--- config.mk ---
export PLATFORM = sky130hd
export DESIGN_NAME = msx_mouse_port
export DESIGN_NICKNAME = d
export VERILOG_FILES = /design/src/rtl/msx_mouse_pkg.sv /design/src/rtl/sat_acc8.sv /design/src/rtl/msx_mouse_port.sv
export SDC_FILE = /design/constraint.sdc
export NUM_CORES = 1
export LEC_CHECK = 0
export ABC_AREA = 1
export BUFFER_PORTS_ARGS = -buffer_cell sky130_fd_sc_hd__buf_4
export CAP_MARGIN = 25
export CORE_MARGIN = 1.5
export CORE_UTILIZATION = 54
export DETAILED_ROUTE_END_ITERATION = 6
export MAX_ROUTING_LAYER = met4
export PLACE_DENSITY_LB_ADDON = 0.25
export SLEW_MARGIN = 20
export SYNTH_ARGS = -nofsm -noshare
export SYNTH_HDL_FRONTEND = slang
export SYNTH_HIERARCHICAL = 1
export SYNTH_SLANG_ARGS = --single-unit
export TNS_END_PERCENT = 100
--- constraint.sdc ---
create_clock -name clk -period 1.8 [get_ports clk]
set_input_delay 0.27 -clock clk [delete_from_list [all_inputs] [get_ports clk]]
set_output_delay 0.27 -clock clk [all_outputs]
set_load 0.1 [all_outputs]
--- src/rtl/msx_mouse_pkg.sv ---
// Shared definitions for the MSX mouse port.
//   - phase encodings for the nibble read sequence (also exported on phase_o)
//   - default strobe timeout in clk cycles
//   - sat8: 8-bit signed add with clamping to [-128, +127]
package msx_mouse_pkg;

  localparam logic [2:0] ST_IDLE = 3'd0;
  localparam logic [2:0] ST_XH   = 3'd1;
  localparam logic [2:0] ST_XL   = 3'd2;
  localparam logic [2:0] ST_YH   = 3'd3;
  localparam logic [2:0] ST_YL   = 3'd4;

  // About 1.5 ms at 21.48 MHz.
  localparam int unsigned TIMEOUT_DEFAULT = 32'd32000;

  // Add in 9 bits. Overflow shows up as a mismatch between the two top bits,
  // and bit 8 gives the true sign of the result.
  function automatic logic [7:0] sat8(input logic [7:0] a, input logic [7:0] b);
    logic [8:0] sum;
    sum = {a[7], a} + {b[7], b};
    if (sum[8] != sum[7]) begin
      sat8 = sum[8] ? 8'h80 : 8'h7F;
    end else begin
      sat8 = sum[7:0];
    end
  endfunction

endpackage

--- src/rtl/sat_acc8.sv ---
// 8-bit signed saturating accumulator.
//   clk, reset  : system clock, synchronous active-high reset
//   delta       : signed increment, two's complement
//   add_valid   : add delta this cycle
//   snap        : hand out the current value and restart the sum
//   acc_o       : current accumulated value (old value during a snap cycle)
// On a snap cycle the new value is delta if add_valid, otherwise 0, so a
// delta that lands on the snapshot goes into the next read.
module sat_acc8
  import msx_mouse_pkg::*;
(
  input  logic       clk,
  input  logic       reset,
  input  logic [7:0] delta,
  input  logic       add_valid,
  input  logic       snap,
  output logic [7:0] acc_o
);

  logic [7:0] acc_q;
  logic [7:0] acc_d;

  // Next accumulator value: restart on snap, otherwise saturating add.
  always_comb begin
    acc_d = acc_q;
    if (snap) begin
      acc_d = add_valid ? delta : 8'h00;
    end else if (add_valid) begin
      acc_d = sat8(acc_q, delta);
    end else begin
      acc_d = acc_q;
    end
  end

  // Accumulator register.
  always_ff @(posedge clk) begin
    if (reset) begin
      acc_q <= 8'h00;
    end else begin
      acc_q <= acc_d;
    end
  end

  assign acc_o = acc_q;

endmodule

--- src/rtl/msx_mouse_port.sv ---
// MSX mouse port sequencer.
// Accumulates signed X/Y deltas from a PS/2 mouse decoder and serves them to
// the MSX host as four nibbles (XH, XL, YH, YL), stepping on every toggle of
// the host strobe (pin 8). The first toggle of a read snapshots both
// accumulators. A quiet strobe for TIMEOUT_CYCLES returns the port to idle.
//   clk, reset         : system clock, synchronous active-high reset
//   dx, dx_valid       : signed X delta and its one-cycle add strobe
//   dy, dy_valid       : signed Y delta and its one-cycle add strobe
//   btn_l_n, btn_r_n   : mouse buttons, active-low
//   strobe             : host pin 8, asynchronous
//   nibble_o           : data to joystick pins 1-4
//   trig_a_n, trig_b_n : registered buttons
//   phase_o            : current sequence phase, for debug
module msx_mouse_port
  import msx_mouse_pkg::*;
#(
  parameter int unsigned TIMEOUT_CYCLES = TIMEOUT_DEFAULT,
  parameter int unsigned SYNC_STAGES    = 2
) (
  input  logic       clk,
  input  logic       reset,
  input  logic [7:0] dx,
  input  logic       dx_valid,
  input  logic [7:0] dy,
  input  logic       dy_valid,
  input  logic       btn_l_n,
  input  logic       btn_r_n,
  input  logic       strobe,
  output logic [3:0] nibble_o,
  output logic       trig_a_n,
  output logic       trig_b_n,
  output logic [2:0] phase_o
);

  localparam int unsigned CNT_W = $clog2(TIMEOUT_CYCLES + 1);
  localparam logic [CNT_W-1:0] CNT_EXPIRE = CNT_W'(TIMEOUT_CYCLES - 1);
  localparam logic [CNT_W-1:0] CNT_MAX    = {CNT_W{1'b1}};

  logic [SYNC_STAGES-1:0] sync_q, sync_d;
  logic                   hist_q, hist_d;
  logic                   strobe_edge_s;
  logic [2:0]             state_q, state_d;
  logic [CNT_W-1:0]       cnt_q, cnt_d;
  logic [7:0]             lat_x_q, lat_x_d;
  logic [7:0]             lat_y_q, lat_y_d;
  logic                   trig_a_q, trig_a_d;
  logic                   trig_b_q, trig_b_d;
  logic                   snap_s;
  logic [7:0]             acc_x_s, acc_y_s;

  // Strobe synchroniser shift and history of the last stage; both strobe
  // polarities count as a step.
  always_comb begin
    sync_d = {sync_q[SYNC_STAGES-2:0], strobe};
    hist_d = sync_q[SYNC_STAGES-1];
  end

  assign strobe_edge_s = sync_q[SYNC_STAGES-1] ^ hist_q;

  // Sequence stepping; an edge takes priority over an expiring timeout.
  always_comb begin
    state_d = state_q;
    snap_s  = 1'b0;
    if (strobe_edge_s) begin
      case (state_q)
        ST_IDLE: begin state_d = ST_XH; snap_s = 1'b1; end
        ST_XH:   state_d = ST_XL;
        ST_XL:   state_d = ST_YH;
        ST_YH:   state_d = ST_YL;
        ST_YL:   begin state_d = ST_XH; snap_s = 1'b1; end
        default: state_d = ST_IDLE;
      endcase
    end else if ((state_q != ST_IDLE) && (cnt_q == CNT_EXPIRE)) begin
      state_d = ST_IDLE;
    end else begin
      state_d = state_q;
    end
  end

  // Quiet-strobe counter: held at zero in idle and on each edge, saturating.
  always_comb begin
    cnt_d = cnt_q;
    if (strobe_edge_s || (state_q == ST_IDLE)) begin
      cnt_d = {CNT_W{1'b0}};
    end else if (cnt_q != CNT_MAX) begin
      cnt_d = cnt_q + CNT_W'(1);
    end else begin
      cnt_d = cnt_q;
    end
  end

  // Snapshot latches and button pass-through.
  always_comb begin
    lat_x_d  = snap_s ? acc_x_s : lat_x_q;
    lat_y_d  = snap_s ? acc_y_s : lat_y_q;
    trig_a_d = btn_l_n;
    trig_b_d = btn_r_n;
  end

  // State registers.
  always_ff @(posedge clk) begin
    if (reset) begin
      sync_q   <= {SYNC_STAGES{1'b0}};
      hist_q   <= 1'b0;
      state_q  <= ST_IDLE;
      cnt_q    <= {CNT_W{1'b0}};
      lat_x_q  <= 8'h00;
      lat_y_q  <= 8'h00;
      trig_a_q <= 1'b1;
      trig_b_q <= 1'b1;
    end else begin
      sync_q   <= sync_d;
      hist_q   <= hist_d;
      state_q  <= state_d;
      cnt_q    <= cnt_d;
      lat_x_q  <= lat_x_d;
      lat_y_q  <= lat_y_d;
      trig_a_q <= trig_a_d;
      trig_b_q <= trig_b_d;
    end
  end

  sat_acc8 u_acc_x (
    .clk      (clk),
    .reset    (reset),
    .delta    (dx),
    .add_valid(dx_valid),
    .snap     (snap_s),
    .acc_o    (acc_x_s)
  );

  sat_acc8 u_acc_y (
    .clk      (clk),
    .reset    (reset),
    .delta    (dy),
    .add_valid(dy_valid),
    .snap     (snap_s),
    .acc_o    (acc_y_s)
  );

  // Nibble selection from the current phase and the snapshot.
  always_comb begin
    nibble_o = 4'h0;
    case (state_q)
      ST_IDLE: nibble_o = 4'h0;
      ST_XH:   nibble_o = lat_x_q[7:4];
      ST_XL:   nibble_o = lat_x_q[3:0];
      ST_YH:   nibble_o = lat_y_q[7:4];
      ST_YL:   nibble_o = lat_y_q[3:0];
      default: nibble_o = 4'h0;
    endcase
  end

  assign trig_a_n = trig_a_q;
  assign trig_b_n = trig_b_q;
  assign phase_o  = state_q;

endmodule

==> impl_results.html <==
<table>
<tr><th>Metric</th><th>Value</th></tr>
<tr><th colspan="2">Outcome</th></tr>
<tr><td>Outcome</td><td>finished with violations</td></tr>
<tr><td>Violated checks</td><td>design-rule violations, negative setup slack</td></tr>
<tr><th colspan="2">Clocking</th></tr>
<tr><td>CTS max path bufs</td><td>2</td></tr>
<tr><td>Clock slew at the register clock pins of the worst setup and hold paths</td><td>roughly 0.090 ns</td></tr>
<tr><td>CTS tree</td><td>done</td></tr>
<tr><td>Clock root buffer</td><td>sky130_fd_sc_hd__clkbuf_8</td></tr>
<tr><td>Clk sink count</td><td>55</td></tr>
<tr><td>TritonCTS buffer count</td><td>5</td></tr>
<tr><td>Worst-skew pair later-pin latency</td><td>slightly above 0.3 ns</td></tr>
<tr><td>Maximum level of the CTS H-tree</td><td>2</td></tr>
<tr><th colspan="2">GRT</th></tr>
<tr><td>Vias in the first global route</td><td>~3.5k</td></tr>
<tr><td>Total global routing overflow</td><td>0</td></tr>
<tr><td>Number of antenna violations at the first check in global routing</td><td>0</td></tr>
<tr><td>Global-route layer with the greatest usage</td><td>met2</td></tr>
<tr><td>Pin count of the biggest net entering global routing</td><td>33</td></tr>
<tr><td>Global-route wire length before repair</td><td>around 15000 um</td></tr>
<tr><td>Tot GR Track Use</td><td>26.2%</td></tr>
<tr><td>Met1 usage</td><td>31.2%</td></tr>
<tr><td>Fraction of met2 tracks used by global routing</td><td>between 40% and 50%</td></tr>
<tr><td>Met3 layer usage reported by global route</td><td>about 3.0%</td></tr>
<tr><th colspan="2">Logic synthesis</th></tr>
<tr><td>Total of flip-flops plus latches after synthesis</td><td>55</td></tr>
<tr><td>Cell taking the most area after synthesis</td><td>sky130_fd_sc_hd__dfxtp_1</td></tr>
<tr><td>Synthesized net count</td><td>between 500 and 600</td></tr>
<tr><td>Cell count after synthesis</td><td>536</td></tr>
<tr><td>Sequential share of the synthesized area</td><td>between 30% and 40%</td></tr>
<tr><td>Portion of synthesized cell area occupied by the leading cell type</td><td>between 30 and 40%</td></tr>
<tr><td>Number of library cell types mapped by synthesis</td><td>33</td></tr>
<tr><td>Post-synthesis instance area</td><td>approximately 0.0036 sq mm</td></tr>
<tr><td>Post-Synthesis Mean Instance Area</td><td>about 6.7 sq um</td></tr>
<tr><td>Yosys warning total</td><td>6</td></tr>
<tr><td>Cell types occupying the most area after synthesis</td><td>sky130_fd_sc_hd__dfxtp_1 (30%), sky130_fd_sc_hd__nand2_1 (14%), sky130_fd_sc_hd__inv_1 (9.4%), sky130_fd_sc_hd__a21oi_1 (6.5%), sky130_fd_sc_hd__nand3_1 (6.1%)</td></tr>
<tr><th colspan="2">Floorplan</th></tr>
<tr><td>DIE WIDTH</td><td>about 85 um</td></tr>
<tr><td>Die Footprint</td><td>slightly above 0.007 sq mm</td></tr>
<tr><td>Starting Density</td><td>56.2%</td></tr>
<tr><td>Core area</td><td>roughly 0.0064 sq mm</td></tr>
<tr><td>Row cnt</td><td>29</td></tr>
<tr><td>Number of I/O pins</td><td>32</td></tr>
<tr><td>Die extent in y</td><td>84.8 um</td></tr>
<tr><th colspan="2">Route</th></tr>
<tr><td>Post-route ant nets</td><td>0</td></tr>
<tr><td>Vias after detailed routing</td><td>roughly 3.6k</td></tr>
<tr><td>WL per Instance</td><td>13.4 um</td></tr>
<tr><td>Number of DRC markers in iteration 0</td><td>196</td></tr>
<tr><td>Final routed wirelength across all metal layers</td><td>between 9000 and 10000 um</td></tr>
<tr><td>DR DRC count</td><td>4</td></tr>
<tr><td>Total iterations of the first detailed-routing run</td><td>6</td></tr>
<tr><td>Average vias per placed instance</td><td>5.34</td></tr>
<tr><th colspan="2">Finish</th></tr>
<tr><td>N_diodes</td><td>0</td></tr>
<tr><td>Signed area change from the synthesized netlist to the final layout</td><td>32.5%</td></tr>
<tr><td>Layout cell share with drive strength beyond 1</td><td>32.5%</td></tr>
<tr><td>Number of nets in the finished design</td><td>about 650</td></tr>
<tr><th colspan="2">Pwr</th></tr>
<tr><td>Worst vdd ir</td><td>approximately 570 uV</td></tr>
<tr><td>Internal power of the cells</td><td>0.00234 W</td></tr>
<tr><td>Part of the total power dissipated in sequential elements</td><td>between 30% and 40%</td></tr>
<tr><td>Clk network pwr share</td><td>around 17%</td></tr>
<tr><td>Switching power summed over all nets</td><td>~0.0015 W</td></tr>
<tr><td>Combinational fraction of design power</td><td>46.2%</td></tr>
<tr><td>Switching part of the total power</td><td>38.8%</td></tr>
<tr><td>Areal power density over the cells</td><td>798 mW/mm^2</td></tr>
<tr><td>Leakage Power</td><td>between 2 and 2.5 nW</td></tr>
<tr><th colspan="2">Placement</th></tr>
<tr><td>Pre-CTS setup slack</td><td>-0.216 ns</td></tr>
<tr><td>I/O Buffers</td><td>31</td></tr>
<tr><td>Routability Congestion</td><td>around 0.85</td></tr>
<tr><td>Total half-perimeter wirelength after legalization and detailed placement</td><td>between 6000 and 7000 um</td></tr>
<tr><th colspan="2">STA</th></tr>
<tr><td>Max Clock Freq</td><td>520 MHz</td></tr>
<tr><td>Final setup vio count</td><td>15</td></tr>
<tr><td>Worst slew pin tran</td><td>0.431 ns</td></tr>
<tr><td>Minimum period implied by the final worst setup slack</td><td>1.92 ns</td></tr>
<tr><td>Worst hold-check slack</td><td>between 0.1 and 0.15 ns</td></tr>
<tr><td>Setup repair after global routing missed its margin</td><td>true</td></tr>
<tr><td>Final clock period utilization by the worst path</td><td>107%</td></tr>
<tr><td>Minimum setup slack in the final design</td><td>-0.123 ns</td></tr>
<tr><td>Number of failing hold endpoints at the final stage</td><td>0</td></tr>
<tr><td>Worst rel slew slack</td><td>between 70% and 80%</td></tr>
<tr><td>Setup TNS after final layout</td><td>-1.30 ns</td></tr>
<tr><td>Final max-slew violation count</td><td>0</td></tr>
<tr><td>Setup skew after layout</td><td>approximately 0.0046 ns</td></tr>
<tr><th colspan="2">Min path</th></tr>
<tr><td>Worst Hold Class</td><td>input port to flip-flop</td></tr>
<tr><th colspan="2">Critical path</th></tr>
<tr><td>Crit path largest cell delay</td><td>between 0.3 and 0.4 ns</td></tr>
<tr><td>Critical path startpoint category</td><td>flip-flop</td></tr>
<tr><td>Critical path data arrival time</td><td>2.12 ns</td></tr>
<tr><td>Cell Chain, Critical Path</td><td>ha_4, inv_2, fa_2, inv_2, nand3_2, nand2_4, nand2_4, nand3_1, nand2_2, buf_4, buf_4, o21ai_1, a21oi_1</td></tr>
<tr><td>Peak fanout along the critical path</td><td>3</td></tr>
<tr><td>Required time at the endpoint of the critical path</td><td>2.00 ns</td></tr>
<tr><td>Slowest cell on crit path</td><td>sky130_fd_sc_hd__dfxtp_2</td></tr>
<tr><td>Kind of critical path</td><td>flip-flop to flip-flop</td></tr>
<tr><td>Kind of end point of the critical path</td><td>flip-flop</td></tr>
<tr><th colspan="2">Job</th></tr>
<tr><td>Count of max-cap constraint violations</td><td>0</td></tr>
</table>
## registers in the layout (all words and copies together), names as in the netlist
signal	cells
u_acc_y/acc_o	8
sync_q	2
cnt_q	15
trig_b_n	1
hist_q	1
phase_o	3
trig_a_n	1
lat_y_q	8
lat_x_q	8
u_acc_x/acc_o	8
## synth_stat cells, drive strengths merged
cell type  number
a21oi          65
a31oi           3
buf             7
clkbuf          3
dfxtp          55
fa              2
ha             17
inv            94
nand2         154
nand3          46
nand4          10
nor2           34
nor3            2
o21ai          21
o221ai          4
o22ai           4
or2             4
xnor2           8
xor2            3
## metal layers
layer / vias up / wire length (um) / part of all wire [%]
met5: - / 0 / 0
met4: 0 / 176 / 1.9
met3: 15 / 312 / 3.4
met2: 72 / 4630 / 51
met1: 1698 / 4020 / 44
li1: 1859 / - / -
## power groups by stage
stage / registers, W / clock network (W) / logic, W
finish: 0.00140 / 0.000654 / 0.00177
global route: 0.00141 / 0.000711 / 0.00195
CTS: 0.00140 / 0.000663 / 0.00160
detailed placement: 0.00141 / 0 / 0.00141
global placement: 0.00141 / 0 / 0.00137
floorplan: 0.00143 / 0 / 0.00100
## cell usage in the layout (no fill, tap or decap), types with 2 or more instances in the layout
master / n
sky130_fd_sc_hd__ha_4: 7
sky130_fd_sc_hd__or2_4: 2
sky130_fd_sc_hd__buf_4: 68
sky130_fd_sc_hd__clkbuf_8: 5
sky130_fd_sc_hd__xnor2_1: 8
sky130_fd_sc_hd__nand3_1: 26
sky130_fd_sc_hd__nand2_4: 14
sky130_fd_sc_hd__a21oi_2: 14
sky130_fd_sc_hd__or2_2: 2
sky130_fd_sc_hd__nand4_1: 10
sky130_fd_sc_hd__inv_1: 84
sky130_fd_sc_hd__nor2_2: 5
sky130_fd_sc_hd__o22ai_2: 3
sky130_fd_sc_hd__dfxtp_1: 47
sky130_fd_sc_hd__nand2_1: 122
sky130_fd_sc_hd__ha_1: 10
sky130_fd_sc_hd__inv_2: 9
sky130_fd_sc_hd__o21ai_0: 5
sky130_fd_sc_hd__xor2_1: 2
sky130_fd_sc_hd__nand3_2: 14
sky130_fd_sc_hd__fa_2: 2
sky130_fd_sc_hd__dfxtp_2: 5
sky130_fd_sc_hd__buf_12: 5
sky130_fd_sc_hd__o221ai_4: 4
sky130_fd_sc_hd__nand2_2: 18
sky130_fd_sc_hd__nand3_4: 6
sky130_fd_sc_hd__nor2_1: 28
sky130_fd_sc_hd__a21oi_4: 4
sky130_fd_sc_hd__clkbuf_1: 2
sky130_fd_sc_hd__o21ai_1: 15
sky130_fd_sc_hd__dfxtp_4: 3
sky130_fd_sc_hd__a21oi_1: 47
sky130_fd_sc_hd__a31oi_2: 2
## cell type report
class,count,area (sq um)
inverter,94,357
clock buffer,7,76.3
sequential,55,1120
multi-input combinational,377,2530
timing repair buffer,73,611
tap,77,96.3
fill,490,1640
## per-stage QoR
stage | utilization (%) | area, sq um | total power (W) | std cells
after CTS | 71.3 | 4580 | 0.00366 | 676
after floorplan | - | 3720 | 0.00243 | 536
after global placement | 65.6 | 4220 | 0.00278 | 664
after detailed placement | 65.6 | 4220 | 0.00282 | 664
final | 74.5 | 4780 | 0.00382 | 683
after global routing | 74.5 | 4780 | 0.00407 | 683
## path summary, 6_finish.rpt
kind | from | to | slack, ns | cells past startpoint
worst max-delay path | u_acc_y/acc_o[0]$_SDFFE_PP0P_ | u_acc_y/acc_o[7]$_SDFFE_PP0P_ | -0.12 | 13
worst max register to register | u_acc_y/acc_o[0]$_SDFFE_PP0P_ | u_acc_y/acc_o[7]$_SDFFE_PP0P_ | -0.12 | 13
worst min register to register | sync_q[0]$_SDFF_PP0_ | sync_q[1]$_SDFF_PP0_ | 0.41 | 2
worst min-delay path | btn_l_n | trig_a_n$_SDFF_PP1_ | 0.13 | 2
## cells by family after synthesis
group | count (synthesis) | share of synthesized area [%]
compound gates | 97 | 17.2
buf+inv | 104 | 11.7
flops | 55 | 30.5
simple gates | 250 | 30.8
fa+ha+maj | 19 | 7.00
xor+xnor | 11 | 2.88
## worst max-delay path, delay by kind of cell (launching register included)
family	cells	cell delay, ns
flops	1	0.35
buf+inv	4	0.37
fa+ha+maj	2	0.48
compound gates	2	0.18
simple gates	5	0.44
## timing repair
item | in CTS | in global routing
hold buffers | 0 | 0
endpoints found under the setup margin | 19 | 20
gates resized for setup | 58 | 31
pin swaps | 20 | 26
setup buffers | 5 | 7
No activity file was read; power rests on OpenSTA's default activity.
